===== src/rtl/rv_m_unit.sv =====
// rv_m_unit: RV-M execute-stage unit. Pipelined multiplier, iterative
// restoring divider (DIV_BITS quotient bits per cycle) with a fast path for
// divide-by-zero / signed overflow, and a one-entry quotient/remainder cache.
module rv_m_unit #(
    parameter int XLEN       = 32,
    parameter int MUL_STAGES = 2,
    parameter int DIV_BITS   = 1
) (
    input  logic            i_clk,
    input  logic            i_rst,
    input  logic            i_en,
    input  logic            i_kill,
    input  logic [2:0]      i_f3,
    input  logic [XLEN-1:0] i_rs1,
    input  logic [XLEN-1:0] i_rs2,
    output logic [XLEN-1:0] o_res,
    output logic            o_stall
);
    localparam int N  = XLEN / DIV_BITS;
    localparam int CW = $clog2(N);
    localparam int MS = (MUL_STAGES == 0) ? 1 : MUL_STAGES;

    localparam logic [1:0] S_IDLE     = 2'd0;
    localparam logic [1:0] S_MUL_WAIT = 2'd1;
    localparam logic [1:0] S_DIV_RUN  = 2'd2;
    localparam logic [1:0] S_DIV_FIX  = 2'd3;

    localparam logic [XLEN-1:0] MINV = {1'b1, {(XLEN-1){1'b0}}};

    logic [1:0]      r_state;
    logic [MS-1:0]   r_mvld;
    logic [XLEN-1:0] r_quo, r_rem, r_dvs;
    logic            r_qneg, r_rneg;
    logic [CW-1:0]   r_cnt;
    logic            r_cv, r_cu;
    logic [XLEN-1:0] r_ca, r_cb, r_cq, r_cr;

    logic              w_kill, w_sdiv, w_hit, w_dz, w_ovf;
    logic              w_sa, w_sb, w_mul_issue, w_mul_done;
    logic [XLEN-1:0]   w_abs1, w_abs2, w_fq, w_fr, w_step_q, w_step_r, w_mres;
    logic [2*XLEN-1:0] w_ma, w_mb, w_prod, w_pout;

    // Dropping i_en mid-operation aborts exactly like an explicit kill.
    assign w_kill = i_kill | (~i_en & (r_state != S_IDLE));

    // Multiplier operands are sign/zero-extended to 2*XLEN so one unsigned
    // multiply covers all four signedness combinations.
    assign w_sa   = (i_f3[1:0] != 2'b11);
    assign w_sb   = ~i_f3[1];
    assign w_ma   = {{XLEN{w_sa & i_rs1[XLEN-1]}}, i_rs1};
    assign w_mb   = {{XLEN{w_sb & i_rs2[XLEN-1]}}, i_rs2};
    assign w_prod = w_ma * w_mb;

    generate
        if (MUL_STAGES == 0) begin : g_mul_comb
            assign w_pout = w_prod;
        end else begin : g_mul_pipe
            logic [2*XLEN-1:0] r_mp [MUL_STAGES];
            // Product pipeline; data is qualified by r_mvld so it carries no reset.
            always_ff @(posedge i_clk) begin
                r_mp[0] <= w_prod;
                for (int s = 1; s < MUL_STAGES; s++) r_mp[s] <= r_mp[s-1];
            end
            assign w_pout = r_mp[MUL_STAGES-1];
        end
    endgenerate

    assign w_mres      = (i_f3[1:0] == 2'b00) ? w_pout[XLEN-1:0] : w_pout[2*XLEN-1:XLEN];
    assign w_mul_issue = (r_state == S_IDLE) & i_en & ~i_f3[2] & (MUL_STAGES != 0);
    assign w_mul_done  = (MUL_STAGES == 0) ? 1'b1 : r_mvld[MS-1];

    // Divider operand conditioning and special-case detection.
    assign w_sdiv = ~i_f3[0];
    assign w_abs1 = (w_sdiv & i_rs1[XLEN-1]) ? -i_rs1 : i_rs1;
    assign w_abs2 = (w_sdiv & i_rs2[XLEN-1]) ? -i_rs2 : i_rs2;
    assign w_dz   = (i_rs2 == '0);
    assign w_ovf  = w_sdiv & (i_rs1 == MINV) & (&i_rs2);
    assign w_hit  = i_f3[2] & r_cv & (r_ca == i_rs1) & (r_cb == i_rs2) & (r_cu == i_f3[0]);

    // DIV_BITS restoring steps per cycle; r_quo shifts the dividend out at
    // the top while quotient bits enter at the bottom.
    always_comb begin
        logic [XLEN:0]   t_r;
        logic [XLEN-1:0] t_q;
        t_r = {1'b0, r_rem};
        t_q = r_quo;
        for (int k = 0; k < DIV_BITS; k++) begin
            t_r = {t_r[XLEN-1:0], t_q[XLEN-1]};
            t_q = {t_q[XLEN-2:0], 1'b0};
            if (t_r >= {1'b0, r_dvs}) begin
                t_r    = t_r - {1'b0, r_dvs};
                t_q[0] = 1'b1;
            end
        end
        w_step_q = t_q;
        w_step_r = t_r[XLEN-1:0];
    end

    // Fast-path results are stored already final with both sign flags clear.
    assign w_fq = r_qneg ? -r_quo : r_quo;
    assign w_fr = r_rneg ? -r_rem : r_rem;

    // Stall and result; reset, kill and idle all force both to zero.
    always_comb begin
        o_stall = 1'b0;
        o_res   = '0;
        if (i_rst && i_en && !w_kill) begin
            case (r_state)
                S_IDLE: begin
                    if (!i_f3[2]) begin
                        if (MUL_STAGES == 0) o_res = w_mres;
                        else                 o_stall = 1'b1;
                    end else if (w_hit) begin
                        o_res = i_f3[1] ? r_cr : r_cq;
                    end else begin
                        o_stall = 1'b1;
                    end
                end
                S_MUL_WAIT: begin
                    if (w_mul_done) o_res = w_mres;
                    else            o_stall = 1'b1;
                end
                S_DIV_RUN: o_stall = 1'b1;
                default:   o_res = i_f3[1] ? w_fr : w_fq;
            endcase
        end
    end

    // Control FSM, multiplier valid pipe, divider datapath and result cache.
    always_ff @(posedge i_clk) begin
        if (!i_rst) begin
            r_state <= S_IDLE;
            r_mvld  <= '0;
            r_cv    <= 1'b0;
        end else if (w_kill) begin
            r_state <= S_IDLE;
            r_mvld  <= '0;
            if (r_state == S_DIV_RUN || r_state == S_DIV_FIX) r_cv <= 1'b0;
        end else begin
            r_mvld <= (r_mvld << 1) | MS'(w_mul_issue);
            case (r_state)
                S_IDLE: begin
                    if (i_en) begin
                        if (!i_f3[2]) begin
                            if (MUL_STAGES != 0) r_state <= S_MUL_WAIT;
                        end else if (!w_hit) begin
                            if (w_dz || w_ovf) begin
                                r_quo   <= w_dz ? '1 : i_rs1;
                                r_rem   <= w_dz ? i_rs1 : '0;
                                r_qneg  <= 1'b0;
                                r_rneg  <= 1'b0;
                                r_state <= S_DIV_FIX;
                            end else begin
                                r_quo   <= w_abs1;
                                r_rem   <= '0;
                                r_dvs   <= w_abs2;
                                r_qneg  <= w_sdiv & (i_rs1[XLEN-1] ^ i_rs2[XLEN-1]);
                                r_rneg  <= w_sdiv & i_rs1[XLEN-1];
                                r_cnt   <= '0;
                                r_state <= S_DIV_RUN;
                            end
                        end
                    end
                end
                S_MUL_WAIT: begin
                    if (w_mul_done) r_state <= S_IDLE;
                end
                S_DIV_RUN: begin
                    r_quo <= w_step_q;
                    r_rem <= w_step_r;
                    r_cnt <= r_cnt + CW'(1);
                    if (r_cnt == CW'(N-1)) r_state <= S_DIV_FIX;
                end
                default: begin
                    r_state <= S_IDLE;
                    r_cv    <= 1'b1;
                    r_ca    <= i_rs1;
                    r_cb    <= i_rs2;
                    r_cu    <= i_f3[0];
                    r_cq    <= w_fq;
                    r_cr    <= w_fr;
                end
            endcase
        end
    end
endmodule


===== config.mk =====
export PLATFORM = sky130hd
export DESIGN_NAME = rv_m_unit
export DESIGN_NICKNAME = d
export VERILOG_FILES = /design/src/rtl/rv_m_unit.sv
export SDC_FILE = /design/constraint.sdc
export NUM_CORES = 2
export LEC_CHECK = 0
export ABC_AREA = 1
export BUFFER_PORTS_ARGS = -buffer_cell sky130_fd_sc_hd__buf_4
export CELL_PAD_IN_SITES_DETAIL_PLACEMENT = 1
export CELL_PAD_IN_SITES_GLOBAL_PLACEMENT = 1
export CORE_MARGIN = 8
export CORE_UTILIZATION = 50
export DETAILED_ROUTE_END_ITERATION = 6
export PLACE_DENSITY = 0.81
export SYNTH_ARGS = -nofsm -noshare
export SYNTH_HDL_FRONTEND = slang
export SYNTH_SLANG_ARGS = --single-unit

===== constraint.sdc =====
create_clock -name i_clk -period 17.2 [get_ports i_clk]
set_input_delay 0.86 -clock i_clk [delete_from_list [all_inputs] [get_ports i_clk]]
set_output_delay 0.86 -clock i_clk [all_outputs]
set_load 0.01 [all_outputs]

== Word level (Yosys, flattened, before mapping) ==
Memory sizes are Yosys's and may differ from the RTL's.
Cells that the tools add are included.

* Register bits after elaboration: 237
* Bits in writable memories: 128
* Input bits: 71
* Output and inout port bits: 33
* Logic and storage cells: 133
* Memories kept: 1

{| class="wikitable"
|+ Memories
! memory !! words !! width !! read ports !! clocked after Yosys merged registers in !! wr ports !! RTL line !! text
|-
| g_mul_pipe.r_mp || 2 || 64 || 2 || 0 || 2 || 58 || <nowiki>logic [2*XLEN-1:0] r_mp [MUL_STAGES];</nowiki>
|}

* Add/subtract/negate cells: 6
* $mul: 1
* Order comparisons: 1
* Equal/unequal tests: 18
* Mux-type cells: 46
* Bitwise logic cells: 26
* Reductions and logical operators: 20

{| class="wikitable"
|+ Operators with widths
! cell !! count
|-
| $mux W32 || 22
|-
| $neg A32 Y32 || 4
|-
| $pmux W32 S2 || 2
|-
| $pmux W32 S3 || 1
|-
| $eq A32 B32 Y1 || 2
|-
| $mul A33 B33 Y64 || 1
|-
| $ge A33 B32 Y1 || 1
|-
| $eq A32 B32 Y1 const B || 1
|-
| $logic_not A32 Y1 || 1
|-
| $reduce_and A32 Y1 || 1
|-
| $sub A32 B32 Y32 || 1
|-
| $mux W5 || 4
|-
| $and A1 B1 Y1 || 14
|-
| $reduce_and A7 Y1 || 2
|-
| $ne A2 B2 Y1 const B || 6
|-
| $reduce_and A6 Y1 || 2
|-
| $mux W2 || 5
|-
| $pmux W5 S2 || 1
|-
| $mux W1 || 9
|-
| $not A1 Y1 || 9
|-
| $ne A2 B1 Y1 const B || 3
|-
| $pmux W2 S3 || 1
|-
| $add A5 B1 Y5 const B || 1
|-
| $eq A5 B5 Y1 const B || 1
|-
| 18 further kinds || 23
|}

== Logic depth before layout (Yosys ltp) ==
* Depth in word-level cells: 9
* Gate-level depth with buffers: 32
* Mapped depth without buffers: 30

== Least setup slack after synthesis ==
Ideal clock, no wire load.

* Path kind: input to register
* Start point: in i_f3[1]
* End point: mem g_mul_pipe.r_mp[0][63] (netlist name)
* Setup time: 0.112 ns
* Arrival: 7.957 ns
* Data required time: 17.088 ns
* Slack: 9.130 ns
* Cell stages on the path: 29
* Buffers on the path: 2
* Cell sequence: clkbuf_1 > a21oi_2 > inv_1 > clkbuf_1 > nor2_1 > fa_1 > inv_1 > fa_1 > inv_1 > fa_1 > fa_1 > inv_1 > fa_1 > fa_1 > inv_1 > fa_1 > inv_1 > fa_1 > inv_1 > ha_1 > inv_1 > nor3_1 > nand2_1 > nor4_1 > nand2_1 > nand3_1 > inv_1 > nand2_1 > nand2_1

{| class="wikitable"
|+ RTL lines
! what !! RTL line !! text
|-
| from (decl) || 13 || <nowiki>input logic [2:0] i_f3,</nowiki>
|-
| to (decl) || 58 ||
|}

==> impl_metrics.ini <==
[timing]
grt_setup_unrepaired = false
max_freq_mhz = 111
finClkSkew_ns = 0.0337
finalSetupViolCount = 0
final-max-slew-violation-count = 0
hold_viol_final = 0
final.setup.tns_ns = 0
min_period_ns = 9.00
relSlewSlack_pct = 29.1
tightest_slew_ns = 1.06
fin_crit_sh_pct = 52.3

[synthesis]
syn_area_mm2 = 0.0609
synthesis.nets = 9206
synthMostInstantiatedCell = nand2_1
ys.warnings.count = 0
synth.ff_latch_count = 365
yosysTopAreaCell = fa_1
synth_edf_count = 232
seq_area_frac_synth_pct = 15.8
synth_common_cells = nand2_1, inv_1, fa_1
synthCells = 7757
yosys-top-cells-area = fa_1, nand2_1, inv_1
netlist.area_leader.share_pct = 37.0
synthArstFlopShare_pct = 0
avgSynthCellArea_um2 = 7.85
ys_types = 52
dominantRegCellSynth = edfxtp_1

[drt]
drtIter0Drc = 4184
vias = 52900
wl_per_cell_um = 27.6
routed_wl_um = 256000
postRouteAntennaNets = 0
drc = 0
drt_pass1_iterations = 5
vias_per_cell = 5.71

[worst_setup_path]
r2r-start = r_cv
cp_data_required_time_ns = 17.69
timing.critical_path.mode_cell = inv_1
cp.arrival_ns = 9.49
worstSetupEndpointType = register
slowest_stage = fa_1
path_max_fanout = 16
max_stage_delay_ns = 0.84
r2r.worst_path.cells = 11
start_kind = input pin
crit_type = input pin to register
rrSetupSlack_ns = 13.77
r2r-end = r_cnt[3]

[worst_hold_path]
whs_path_depth = 0
hp-start = g_mul_pipe.r_mp[0][20]
hold_class = register to register
min_to = g_mul_pipe.r_mp[0][84]

[layout]
drive_gt1_share_pct = 4.29
final_nets = 9068
fillCellCount = 15000
area_growth_pct = 5.30

[clocking]
clk_pin_slew_ns = 0.07
ctsHtreeMaxLevel = 2
cts_buffers = 44
cts_resized = 0
cts_tree = built
ctsHoldBuffers = 0
cts_sinks = 365
cts.root.buffer_cell = clkbuf_16
post-cts-setup-buffer-count = 0
worstSkewPairLatency_ns = 0.61
clockBufferDepth = 3

[placement]
place.gp.congestion = 1.01
port_buffers = 103
place_hpwl_um = 207000

[outcome]
run_status = finished, final reports clean

[run]
max_cap_violations = 0

[floorplanning]
dieWidth_um = 365
die_h_um = 365
coreArea_mm2 = 0.121
io_pins = 104
die_area_mm2 = 0.133
start_util_pct = 50.2
row_count = 128

[global_routing]
grt_pass1_vias = 59500
grtUsageTotal_pct = 38.9
antenna_found_initial = 9
grt_pass1_wl_um = 382000
grt_max_degree = 81
grt-ovfl-total = 0
layout by cell type (no fill, tap or decap), drive strengths merged:
| master | instances |
|---|---|
| nand2 | 2062 |
| inv | 1902 |
| fa | 1126 |
| nor2 | 547 |
| nand3 | 288 |
| ha | 252 |
| o21ai | 247 |
| edfxtp | 232 |
| a21oi | 201 |
| buf | 160 |
| xor2 | 145 |
| dfxtp | 133 |
| nand4 | 75 |
| clkbuf | 61 |
| xnor2 | 45 |
| nor3 | 42 |
| o21bai | 17 |
| nand3b | 15 |
| o21a | 13 |
| clkinv | 13 |
| a21o | 11 |
| o211ai | 11 |
| a21boi | 11 |
| a31oi | 8 |
| or2 | 7 |
| nor4 | 6 |
| and2 | 4 |
| diode | 3 |
| nand2b | 3 |
| nor3b | 3 |
| mux2i | 3 |
| and3 | 2 |
| a22oi | 2 |
| a211oi | 1 |
| o22ai | 1 |
| clkinvlp | 1 |
| bufinv | 1 |
worst max path at each step:
stage	start	to	slack (ns)	cells past startpoint
5_1_grt	i_rs1[31]	g_mul_pipe.r_mp[0][63]	7.88	30
3_3_place_gp	i_rs1[31]	g_mul_pipe.r_mp[0][62]	7.80	30
4_1_cts	i_rs1[31]	g_mul_pipe.r_mp[0][62]	8.29	30
2_1_floorplan	i_f3[1]	g_mul_pipe.r_mp[0][63]	9.13	29
3_5_place_dp	i_rs1[31]	g_mul_pipe.r_mp[0][62]	7.67	30
6_report	i_rs1[31]	g_mul_pipe.r_mp[0][62]	8.20	30
registers in the layout, summed over array words and instances (netlist names):
signal,cells
r_rem,32
r_cr,32
r_ca,32
g_mul_pipe.r_mp,128
r_cb,32
r_dvs,32
r_quo,32
r_cu,1
r_cq,32
r_rneg,1
r_cnt,5
r_mvld,2
r_state,2
r_cv,1
r_qneg,1
critical path: cells and delay by family:
family / cells / cell delay [ns]
buffers and inverters: 12 / 1.73
adders and majority gates: 9 / 4.89
AOI/OAI and AO/OA: 3 / 1.00
and+or+nand+nor: 6 / 0.97
layer usage:
layer / part of all wire (%) / GRT usage (%)
met1: 38 / 47.6
met2: 47 / 64.0
met3: 8.2 / 7.33
met4: 7.4 / 23.6
met5: 0.0062 / 0
cell type report:
cell class	count	area (µm²)	share of cell area (%)
clock inverter	17	175	0.273
sequential	365	9630	15.0
multi-input combinational	5148	42600	66.5
antenna	3	7.51	0.0117
clock buffer	61	1280	2.00
timing repair buffer	160	1200	1.87
tap	1625	2030	3.17
inverter	1900	7140	11.1
cells by family (layout without fill, tap and decap cells):
kind of cell | count (synthesis) | after routing | synth area share [%]
simple gates | 3054 | 3054 | 20.3
buf+inv | 2244 | 2138 | 14.2
fa+ha+maj | 1378 | 1378 | 42.2
compound gates | 523 | 523 | 4.66
flops | 365 | 365 | 15.8
xor+xnor | 190 | 190 | 2.75
mux | 3 | 3 | 0.0493
other cells | 0 | 3 | 0
metrics by stage:
step | setup slack (ns) | hold slack [ns] | std cells | utilization [%] | cell area [µm²]
after floorplan | 9.13 | 0.310 | 7757 | - | 60900
after global placement | 7.80 | 0.310 | 9198 | 51.6 | 62600
after detailed placement | 7.67 | 0.313 | 9198 | 51.6 | 62600
after CTS | 8.29 | 0.296 | 9276 | 52.9 | 64100
after global routing | 7.88 | 0.317 | 9277 | 52.9 | 64100
final | 8.20 | 0.294 | 9279 | 52.9 | 64100
Power is not shown: default switching activity piles up to over one toggle a cycle in this logic, so the estimate is an artifact.
